**src/rtl/fsm_transmissor_periferico.sv**
```systemverilog
// ============================================================================
// fsm_transmissor_periferico
// ----------------------------------------------------------------------------
// Processor-side transmitter for the 16-bit peripheral link. Words written by
// the core are buffered in a small circular FIFO. Each word is then pushed to
// the peripheral with a four-phase handshake:
//   IDLE -> REQ : o_send = 01 with o_dado valid
//   REQ  -> REL : peripheral answers ack = 01, o_send drops to 00
//   REL  -> IDLE: peripheral releases ack = 00, word counted and popped
// A per-phase timer aborts a handshake that stalls in REQ or REL. Sticky error
// flags report timeouts and dropped writes.
//
// Parameters
//   DEPTH    FIFO entries, power of two, 2..16
//   TIMEOUT  cycles allowed in one handshake phase, 1..255
//
// Ports
//   clk            clock
//   rst            synchronous active-high reset
//   i_wr_en        write strobe from the core
//   i_wr_data      word to transmit
//   o_full         FIFO holds DEPTH words
//   o_empty        FIFO holds no words
//   o_dado         data to the peripheral (held while IDLE)
//   o_send         request code: 00 idle, 01 data valid
//   i_ack          peripheral response: 01 accepted, 00 released
//   o_busy         FSM is in REQ or REL
//   o_sent_count   completed handshakes, wraps 255 -> 0
//   o_timeout_err  sticky: a handshake phase timed out
//   o_overflow     sticky: a write arrived while full
//   i_err_clr      clears both sticky flags
// ============================================================================
module fsm_transmissor_periferico #(
    parameter int DEPTH   = 4,
    parameter int TIMEOUT = 255
) (
    input  logic        clk,
    input  logic        rst,
    input  logic        i_wr_en,
    input  logic [15:0] i_wr_data,
    output logic        o_full,
    output logic        o_empty,
    output logic [15:0] o_dado,
    output logic [1:0]  o_send,
    input  logic [1:0]  i_ack,
    output logic        o_busy,
    output logic [7:0]  o_sent_count,
    output logic        o_timeout_err,
    output logic        o_overflow,
    input  logic        i_err_clr
);

    localparam int AW = (DEPTH > 1) ? $clog2(DEPTH) : 1;
    localparam int CW = $clog2(DEPTH + 1);

    localparam logic [CW-1:0] DEPTH_C  = CW'(DEPTH);
    // The timer counts completed edges in a phase; the edge that would make
    // it reach TIMEOUT is the one that fires the abort.
    localparam logic [7:0]    TMO_LAST = 8'(TIMEOUT - 1);

    localparam logic [1:0] SEND_IDLE   = 2'b00;
    localparam logic [1:0] SEND_VALID  = 2'b01;
    localparam logic [1:0] ACK_ACCEPT  = 2'b01;
    localparam logic [1:0] ACK_RELEASE = 2'b00;

    typedef enum logic [1:0] {
        S_IDLE = 2'd0,
        S_REQ  = 2'd1,
        S_REL  = 2'd2
    } state_t;

    // ------------------------------------------------------------------
    // State and storage
    // ------------------------------------------------------------------
    state_t          r_state;
    state_t          w_state_nxt;

    logic [15:0]     r_mem [DEPTH];
    logic [AW-1:0]   r_wr_ptr;
    logic [AW-1:0]   r_rd_ptr;
    logic [CW-1:0]   r_count;

    logic [7:0]      r_timer;
    logic [15:0]     r_dado;
    logic [1:0]      r_send;
    logic [7:0]      r_sent_count;
    logic            r_timeout_err;
    logic            r_overflow;

    // ------------------------------------------------------------------
    // FIFO status and write qualification
    // ------------------------------------------------------------------
    logic            w_full;
    logic            w_empty;
    logic            w_push;
    logic            w_drop;

    assign w_full  = (r_count == DEPTH_C);
    assign w_empty = (r_count == '0);
    // A write while full is discarded even if the head pops on the same
    // edge: the core saw o_full and the word is reported as lost.
    assign w_push  = i_wr_en && !w_full;
    assign w_drop  = i_wr_en &&  w_full;

    // ------------------------------------------------------------------
    // FSM next-state and registered-output values
    // ------------------------------------------------------------------
    logic [15:0]     w_dado_nxt;
    logic [1:0]      w_send_nxt;
    logic [7:0]      w_timer_nxt;
    logic            w_pop;
    logic            w_done;
    logic            w_tmo;

    // NOTE: every signal gets a default before the case, so no path through
    // this block leaves one unassigned and no latch is inferred.
    always_comb begin
        w_state_nxt = r_state;
        w_dado_nxt  = r_dado;
        w_send_nxt  = SEND_IDLE;
        w_timer_nxt = r_timer;
        w_pop       = 1'b0;
        w_done      = 1'b0;
        w_tmo       = 1'b0;

        case (r_state)
            S_IDLE: begin
                if (!w_empty) begin
                    w_dado_nxt  = r_mem[r_rd_ptr];
                    w_send_nxt  = SEND_VALID;
                    w_timer_nxt = '0;
                    w_state_nxt = S_REQ;
                end
            end

            S_REQ: begin
                w_send_nxt = SEND_VALID;
                if (i_ack == ACK_ACCEPT) begin
                    w_send_nxt  = SEND_IDLE;
                    w_timer_nxt = '0;
                    w_state_nxt = S_REL;
                end else if (r_timer == TMO_LAST) begin
                    // Abandon the word so one dead transfer cannot block
                    // the rest of the queue.
                    w_send_nxt  = SEND_IDLE;
                    w_tmo       = 1'b1;
                    w_pop       = 1'b1;
                    w_state_nxt = S_IDLE;
                end else begin
                    w_timer_nxt = r_timer + 8'd1;
                end
            end

            S_REL: begin
                if (i_ack == ACK_RELEASE) begin
                    w_pop       = 1'b1;
                    w_done      = 1'b1;
                    w_state_nxt = S_IDLE;
                end else if (r_timer == TMO_LAST) begin
                    w_tmo       = 1'b1;
                    w_pop       = 1'b1;
                    w_state_nxt = S_IDLE;
                end else begin
                    w_timer_nxt = r_timer + 8'd1;
                end
            end

            default: begin
                w_state_nxt = S_IDLE;
            end
        endcase
    end

    // ------------------------------------------------------------------
    // State register
    // ------------------------------------------------------------------
    // NOTE: sequential state uses non-blocking assignments so every register
    // samples pre-edge values regardless of statement order.
    always_ff @(posedge clk) begin
        if (rst) begin
            r_state <= S_IDLE;
        end else begin
            r_state <= w_state_nxt;
        end
    end

    // ------------------------------------------------------------------
    // Handshake outputs, timer and counters
    // ------------------------------------------------------------------
    always_ff @(posedge clk) begin
        if (rst) begin
            r_dado       <= '0;
            r_send       <= SEND_IDLE;
            r_timer      <= '0;
            r_sent_count <= '0;
        end else begin
            r_dado  <= w_dado_nxt;
            r_send  <= w_send_nxt;
            r_timer <= w_timer_nxt;
            if (w_done) begin
                r_sent_count <= r_sent_count + 8'd1;
            end
        end
    end

    // Sticky error flags: a new event on the same edge beats the clear.
    always_ff @(posedge clk) begin
        if (rst) begin
            r_timeout_err <= 1'b0;
            r_overflow    <= 1'b0;
        end else begin
            if (w_tmo) begin
                r_timeout_err <= 1'b1;
            end else if (i_err_clr) begin
                r_timeout_err <= 1'b0;
            end

            if (w_drop) begin
                r_overflow <= 1'b1;
            end else if (i_err_clr) begin
                r_overflow <= 1'b0;
            end
        end
    end

    // ------------------------------------------------------------------
    // FIFO pointers and occupancy
    // ------------------------------------------------------------------
    always_ff @(posedge clk) begin
        if (rst) begin
            r_wr_ptr <= '0;
            r_rd_ptr <= '0;
            r_count  <= '0;
        end else begin
            // DEPTH is a power of two, so the pointers wrap on overflow.
            if (w_push) begin
                r_wr_ptr <= r_wr_ptr + AW'(1);
            end
            if (w_pop) begin
                r_rd_ptr <= r_rd_ptr + AW'(1);
            end

            case ({w_push, w_pop})
                2'b10:   r_count <= r_count + CW'(1);
                2'b01:   r_count <= r_count - CW'(1);
                default: r_count <= r_count;
            endcase
        end
    end

    // NOTE: the storage array has no reset; occupancy and pointers decide
    // what is valid, and leaving it unreset lets it map onto plain RAM.
    always_ff @(posedge clk) begin
        if (w_push) begin
            r_mem[r_wr_ptr] <= i_wr_data;
        end
    end

    // ------------------------------------------------------------------
    // Outputs
    // ------------------------------------------------------------------
    assign o_full        = w_full;
    assign o_empty       = w_empty;
    assign o_dado        = r_dado;
    assign o_send        = r_send;
    assign o_busy        = (r_state != S_IDLE);
    assign o_sent_count  = r_sent_count;
    assign o_timeout_err = r_timeout_err;
    assign o_overflow    = r_overflow;

endmodule

```
**config.mk**
```make
export PLATFORM = sky130hd
export DESIGN_NAME = fsm_transmissor_periferico
export DESIGN_NICKNAME = d
export VERILOG_FILES = /design/src/rtl/fsm_transmissor_periferico.sv
export SDC_FILE = /design/constraint.sdc
export NUM_CORES = 1
export LEC_CHECK = 0
export CAP_MARGIN = 10
export CORE_MARGIN = 1.5
export CORE_UTILIZATION = 50
export DETAILED_ROUTE_END_ITERATION = 12
export PLACE_DENSITY = 0.79
export RECOVER_POWER = 50
export SYNTH_ARGS = -nofsm -noshare
export SYNTH_HDL_FRONTEND = slang
export SYNTH_SLANG_ARGS = --single-unit
```
**constraint.sdc**
```tcl
create_clock -name clk -period 2.3 [get_ports clk]
set_input_delay 0.46 -clock clk [delete_from_list [all_inputs] [get_ports clk]]
set_output_delay 0.46 -clock clk [all_outputs]
set_load 0.02 [all_outputs]
```
==> results.sh, run 1 <==
export IMPL_classification_of_the_worst_setup_path="input port to flip-flop"
export IMPL_layout_common_cells="sky130_fd_sc_hd__edfxtp_1, sky130_fd_sc_hd__nand2_1, sky130_fd_sc_hd__dfxtp_1, sky130_fd_sc_hd__clkdlybuf4s50_1, sky130_fd_sc_hd__buf_4"
export IMPL_drtIter0Drc=155
export IMPL_die_x_um=97.8
export IMPL_postCtsHoldBufs=0
export IMPL_outcome="complete, but fails checks"
export IMPL_avgViaCountPerCell=5.46
export IMPL_crit_reg2reg_capture="r_count[2]"
export IMPL_layoutNonFillerInstCount=534
export IMPL_tightest_slew_ps=862
export IMPL_diodes=0
export IMPL_worst_r2r_setup_slack_ps=-20
export IMPL_worst_setup_path_start_kind="input port"
export IMPL_cell_at_the_slowest_stage_of_the_critical_path="sky130_fd_sc_hd__clkdlybuf4s50_1"
export IMPL_global_route_usage_total_pct=19.1
export IMPL_count_of_buffers_inserted_at_the_top_level_ports=51
export IMPL_start_of_the_worst_register_to_register_path="r_state[0]"
export IMPL_slowest_delay_ps=440
export IMPL_timing_final_crit_period_ps=2330
export IMPL_hold_path_class="flip-flop to flip-flop"
export IMPL_worst_clock_skew_ps=9.01
export IMPL_area_growth_synth_to_final_pct=23.1
export IMPL_setup_viol=1
export IMPL_post_route_drc_count=0
export IMPL_power_ir_vdd_worst_uv=488
export IMPL_hold_violations=0
export IMPL_timing_setup_tns_ps=-25.4
export IMPL_post_synth_num_cell_types=54
export IMPL_numCtsBuffers=9
export IMPL_finalWorstSetupSlack_ps=-25.4
export IMPL_finalPower_mw=3.87
export IMPL_slew_viol_final=0
export IMPL_dpl_cell_count=513
export IMPL_synth_seq_area_share_pct=62.4
export IMPL_yosysWarningCount=0
export IMPL_cts_max_level=3
export IMPL_worstHoldStart="o_dado[12]"
export IMPL_hold_depth=2
export IMPL_min_period_over_period_pct=101
export IMPL_syn_num_nets=373
export IMPL_max_freq_mhz=430
export IMPL_antenna_found_initial=0
export IMPL_synth_top_flop_cell="sky130_fd_sc_hd__edfxtp_1"
export IMPL_ys_async_sr_fraction_pct=0
export IMPL_cell_area_after_synthesis_mm2=0.00449
export IMPL_largest_net_degree_at_the_start_of_global_routing=22
export IMPL_start_util_pct=51.5
export IMPL_wl_per_cell_um=16.4
export IMPL_cts_root_to_sink_buffers=2
export IMPL_cts_sinks=108
export IMPL_num_io_pins=53
export IMPL_finalWeightedCongestion=0.840
export IMPL_global_route_overflow_total=0
export IMPL_rows=34
export IMPL_max_slew_margin_rel_pct=42.4
export IMPL_worstPathBufferInverterCount=3
export IMPL_post_route_cells_drive_above_1_share_pct=22.3
export IMPL_hpwlAfterDp_um=5810
export IMPL_synthesized_area_divided_by_synthesized_cell_count_um2=13.3
export IMPL_clkLatencyLatePin_ps=370
export IMPL_syn_inst=338
export IMPL_postRouteWirelength_um=8750
export IMPL_edff_count_synth=64
export IMPL_critical_path_top_delay_family="buffers and inverters"
export IMPL_dieArea_mm2=0.00956
export IMPL_drt_pass1_iterations=4
export IMPL_tritoncts="done"
export IMPL_rr_worst_depth=11
export IMPL_num_nets_final=456
export IMPL_crit_path_end_kind="flip-flop"
export IMPL_critical_path_max_fanout=3
export IMPL_cp_arrival_ps=2630
export IMPL_number_of_global_route_vias_before_repair=3002
export IMPL_grt_first_pass_wirelength_um=14300
export IMPL_crit_start="i_ack[1]"
export IMPL_setup_repair_after_global_routing_missed_its_margin="true"
export IMPL_die_height_um=97.8
export IMPL_cellLeakagePower_nw=1.95
export IMPL_violations_in_the_final_reports="negative setup slack"
export IMPL_cell_at_the_root_of_the_clock_tree="sky130_fd_sc_hd__clkbuf_8"
export IMPL_cp_required_ps=2600
export IMPL_power_density_cell_area_mw_per_mm2=699
export IMPL_timing_hold_ws_ps=460
export IMPL_dp_worst_setup_slack_ps=-504
export IMPL_layout_commonest_cell="sky130_fd_sc_hd__edfxtp_1"
export IMPL_residual_antenna_violating_net_count_after_detailed_routing=0
export IMPL_crit_chain="clkdlybuf4s50_1, buf_4, nor3b_4, o21a_1, ha_2, inv_1, fa_2, xor2_1, or3_1, a21oi_2"
export IMPL_synth_ff_latch_count=108
export IMPL_worstHoldEndpoint="o_dado[12]"
export IMPL_via_count=2918
export IMPL_max_cap_violations=0
export IMPL_fp_coreArea_mm2=0.00872
export IMPL_cts_clk_slew_worst_paths_ps=110
[worst register-to-register path: cells and delay by family (launching register included)]
kind	cells	cell delay [ps]
AO/OA/AOI/OAI	3	480
XOR/XNOR	1	160
adder cells (fa/ha/maj)	3	790
buffers and inverters	2	110
flip-flops	1	350
AND/OR/NAND/NOR	2	380
[cells in the mapped netlist (all sizes together), types with 8 or more instances]
cell type   n  area [um^2]
edfxtp     64         1920
nand2      47          179
dfxtp      44          881
a21oi      27          146
nor2       19         78.8
mux4       16          360
inv        14         55.1
ha         12          150
buf        11         80.1
and3        9         56.3
nand4       9         56.3
o21ai       8         40.0
xor2        8         70.1
[logic make-up after synthesis]
family	count (synthesis)	synth area share (%)
AND/OR/NAND/NOR	101	11.0
XOR/XNOR	10	1.95
other	1	0.0835
AO/OA/AOI/OAI	56	8.42
flip-flops	108	62.4
buffers and inverters	29	3.34
adder cells (fa/ha/maj)	13	3.79
multiplexers	20	9.00
[worst max path at each step]
stage / endpoint / slack [ps] / cells after the start
finish: r_count[2] / -30 / 10
global route: r_count[2] / -120 / 11
CTS: r_count[2] / -20 / 9
detailed placement: r_count[2] / -500 / 10
global placement: r_count[2] / -350 / 10
floorplan: r_count[2] / 10 / 11
[registers in the layout, summed over array words and instances, names as in the netlist]
register,cells
r_count,3
r_rd_ptr,2
r_wr_ptr,2
r_mem,64
o_timeout_err,1
r_timer,8
o_overflow,1
o_send,1
r_state,2
o_dado,16
o_sent_count,8
[repair_timing]
item / 4_1_cts / 5_1_grt
endpoints found under the setup margin: 3 / 2
cloned: 0 / 0
setup buffers: 2 / 3
resized for setup: 7 / 3
pin swaps: 4 / 4
[where the power goes]
part	switching, mW	internal [mW]	total [mW]	leakage, nW
combinational	0.316	0.241	0.556	0.904
sequential	0.0373	2.15	2.19	0.947
clock	0.700	0.423	1.12	0.0993
[per-layer routing]
| metal | vias up | routed length (um) | global-route usage (%) |
|---|---|---|---|
| met1 | 1406 | 3630 | 24.4 |
| li1 | 1404 | - | - |
| met5 | - | 0 | 0 |
| met4 | 0 | 155 | 7.58 |
| met2 | 92 | 4420 | 32.0 |
| met3 | 16 | 548 | 4.08 |
[final cells by class]
type / instances / area [um^2]
clock buffer: 9 / 124
tap: 108 / 135
multi-input combinational: 201 / 1580
timing repair buffer: 87 / 756
fill: 654 / 3190
clock inverter: 7 / 67.6
inverter: 14 / 55.1
sequential: 108 / 2810
[through the flow]
step	utilization, %	cell area, um^2
global placement	60.7	5300
global route	63.4	5530
CTS	63.3	5520
detailed placement	60.7	5300
floorplan	-	4520
finish	63.4	5530
(Power assumes the default switching activity.)
==> inputs of run 2 (changes only) <==
--- a/config.mk
+++ b/config.mk
@@ -6,8 +6,10 @@
 export NUM_CORES = 1
 export LEC_CHECK = 0
 export CAP_MARGIN = 10
+export CELL_PAD_IN_SITES_DETAIL_PLACEMENT = 1
+export CELL_PAD_IN_SITES_GLOBAL_PLACEMENT = 1
 export CORE_MARGIN = 1.5
-export CORE_UTILIZATION = 50
+export CORE_UTILIZATION = 41
 export DETAILED_ROUTE_END_ITERATION = 12
 export PLACE_DENSITY = 0.79
 export RECOVER_POWER = 50
==> run 2 against run 1 <==
Compared with the run above: the run still ends with negative setup slack left; clock-buffer cell count up 2; global-route usage down 0.51 points; combinational power up 3%; setup slack better by 21 ps.
==> results.sh, run 2 (synthesis gave the netlist of run 1 again) <==
export IMPL_outcome="complete, but fails checks"
export IMPL_violations_in_the_final_reports="negative setup slack"
export IMPL_cell_at_the_slowest_stage_of_the_critical_path="sky130_fd_sc_hd__or3b_2"
export IMPL_die_height_um=108
export IMPL_hold_depth=2
export IMPL_path_common_cell="sky130_fd_sc_hd__inv_1"
export IMPL_global_route_usage_total_pct=18.6
export IMPL_num_io_pins=53
export IMPL_numCtsBuffers=9
export IMPL_drt_pass1_iterations=4
export IMPL_slowest_delay_ps=490
export IMPL_hold_path_class="flip-flop to flip-flop"
export IMPL_timing_setup_tns_ps=-4.12
export IMPL_start_of_the_worst_register_to_register_path="r_count[0]"
export IMPL_rows=38
export IMPL_final_core_util_pct=51.8
export IMPL_largest_net_degree_at_the_start_of_global_routing=25
export IMPL_clkLatencyLatePin_ps=370
export IMPL_crit_path_end_kind="flip-flop"
export IMPL_finalWorstSetupSlack_ps=-4.12
export IMPL_multi_input_comb_area_mm2=0.00160
export IMPL_post_route_cells_drive_above_1_share_pct=21.9
export IMPL_filler_cell_count=1128
export IMPL_diodes=0
export IMPL_hpwlAfterDp_um=6760
export IMPL_dpl_cell_count=545
export IMPL_post_route_drc_count=0
export IMPL_power_ir_vdd_worst_uv=399
export IMPL_worstHoldStart="o_dado[9]"
export IMPL_max_flop_register="r_mem"
export IMPL_cts_sinks=108
export IMPL_area_growth_synth_to_final_pct=23.9
export IMPL_tritoncts="done"
export IMPL_crit_start="r_count[0]"
export IMPL_count_of_buffers_inserted_at_the_top_level_ports=51
export IMPL_classification_of_the_worst_setup_path="flip-flop to flip-flop"
export IMPL_crit_reg2reg_capture="r_count[2]"
export IMPL_avgViaCountPerCell=5.27
export IMPL_num_nets_final=455
export IMPL_worstSetupPathDepth=9
export IMPL_cell_at_the_root_of_the_clock_tree="sky130_fd_sc_hd__clkbuf_8"
export IMPL_wl_per_cell_um=17.4
export IMPL_tightest_slew_ps=905
export IMPL_critical_path_max_fanout=4
export IMPL_via_count=2977
export IMPL_layout_cell_area_non_filler_mm2=0.00556
export IMPL_layoutNonFillerInstCount=565
export IMPL_largest_register_ff_count=64
export IMPL_fp_coreArea_mm2=0.0107
export IMPL_residual_antenna_violating_net_count_after_detailed_routing=0
export IMPL_placement_cell_area_mm2=0.00535
export IMPL_postCtsHoldBufs=0
export IMPL_cellLeakagePower_nw=1.95
export IMPL_cts_clk_slew_worst_paths_ps=90
export IMPL_drtIter0Drc=148
export IMPL_cts_root_to_sink_buffers=2
export IMPL_power_density_cell_area_mw_per_mm2=674
export IMPL_area_sequential_mm2=0.00281
export IMPL_worstSetupEndpoint="r_count[2]"
export IMPL_timing_final_crit_period_ps=2300
export IMPL_cp_required_ps=2600
export IMPL_slew_viol_final=0
export IMPL_layout_common_cells="sky130_fd_sc_hd__edfxtp_1, sky130_fd_sc_hd__nand2_1, sky130_fd_sc_hd__dfxtp_1, sky130_fd_sc_hd__buf_4, sky130_fd_sc_hd__clkdlybuf4s50_1"
export IMPL_max_freq_mhz=434
export IMPL_dieArea_mm2=0.0116
export IMPL_die_x_um=108
export IMPL_rr_worst_depth=9
export IMPL_grt_first_pass_wirelength_um=16100
export IMPL_worstPathBufferInverterCount=2
export IMPL_antenna_found_initial=0
export IMPL_postRouteWirelength_um=9820
export IMPL_finalWeightedCongestion=0.822
export IMPL_max_cap_violations=0
export IMPL_finalPower_mw=3.75
export IMPL_min_period_over_period_pct=100
export IMPL_start_util_pct=41.8
export IMPL_cp_arrival_ps=2600
export IMPL_crit_chain="or3b_2, and2_4, inv_1, ha_2, inv_1, fa_2, xor2_1, or3_1, a21oi_1"
export IMPL_layout_commonest_cell="sky130_fd_sc_hd__edfxtp_1"
export IMPL_worst_r2r_setup_slack_ps=-4
export IMPL_max_slew_margin_rel_pct=39.6
export IMPL_worst_setup_path_start_kind="flip-flop"
export IMPL_critical_path_top_delay_family="simple AND/OR/NAND/NOR gates"
export IMPL_setup_repair_after_global_routing_missed_its_margin="true"
export IMPL_global_route_overflow_total=0
export IMPL_cts_max_level=3
export IMPL_hold_violations=0
export IMPL_worst_clock_skew_ps=9.05
export IMPL_setup_viol=1
export IMPL_number_of_global_route_vias_before_repair=3156
[run 2: cell types whose count changed in the layout (fill, tap and decap cells not counted), moves of 2 or more]
cell	previous run	this run
sky130_fd_sc_hd__inv_6	3	1
sky130_fd_sc_hd__nand2_2	0	2
sky130_fd_sc_hd__clkbuf_2	2	0
sky130_fd_sc_hd__clkinv_2	1	3
sky130_fd_sc_hd__nand2_1	47	45
[run 2: how the worst min path moves through the flow]
stage	slack (ps)	to
finish	460	o_dado[9]
global route	460	r_timer[5]
floorplan	470	r_count[2]
detailed placement	450	o_dado[9]
CTS	440	r_timer[5]
global placement	440	o_dado[13]
[run 2: power breakdown]
part           total (mW)  internal, mW  switching, mW
clock               0.990         0.390          0.600
combinational       0.575         0.247          0.328
sequential           2.19          2.15         0.0380
total                3.75          2.78          0.966
[run 2: layer usage]
metal / share of wire, % / routed length (um) / GRT usage [%] / vias to the layer above
li1: - / - / - / 1396
met1: 43 / 4250 / 22.3 / 1504
met2: 51 / 5060 / 32.8 / 61
met3: 3.1 / 300 / 2.97 / 16
met4: 2.1 / 211 / 8.27 / 0
met5: 0 / 0 / 0 / -
[run 2: per-stage QoR]
step	setup slack, ps	hold WS (ps)
after floorplan	11.6	467
after detailed placement	-495	449
after CTS	-33.9	440
after global routing	-103	458
final	-4.12	457
after global placement	-360	445
[run 2: repair_timing]
item                                    in CTS  in global routing
resized for setup                            6                  7
buffers inserted                             3                  1
pin swaps                                    3                  2
endpoints found under the setup margin       3                  3
[run 2: cell type report]
| type | instances | area share [%] |
|---|---|---|
| Inverter | 14 | 0.989 |
| Timing Repair Buffer | 86 | 13.9 |
| Clock inverter | 5 | 0.495 |
| Multi-Input combinational cell | 201 | 28.7 |
| Tap cell | 140 | 3.15 |
| Sequential cell | 108 | 50.4 |
| Clock buffer | 11 | 2.36 |
[run 2: worst reg2reg max path, cell delays in order, from the launching register on]
cell	delay (ps)
sky130_fd_sc_hd__dfxtp_1	350
sky130_fd_sc_hd__or3b_2	490
sky130_fd_sc_hd__and2_4	170
sky130_fd_sc_hd__inv_1	70
sky130_fd_sc_hd__ha_2	170
sky130_fd_sc_hd__inv_1	50
sky130_fd_sc_hd__fa_2	330
sky130_fd_sc_hd__xor2_1	160
sky130_fd_sc_hd__or3_1	320
sky130_fd_sc_hd__a21oi_1	120
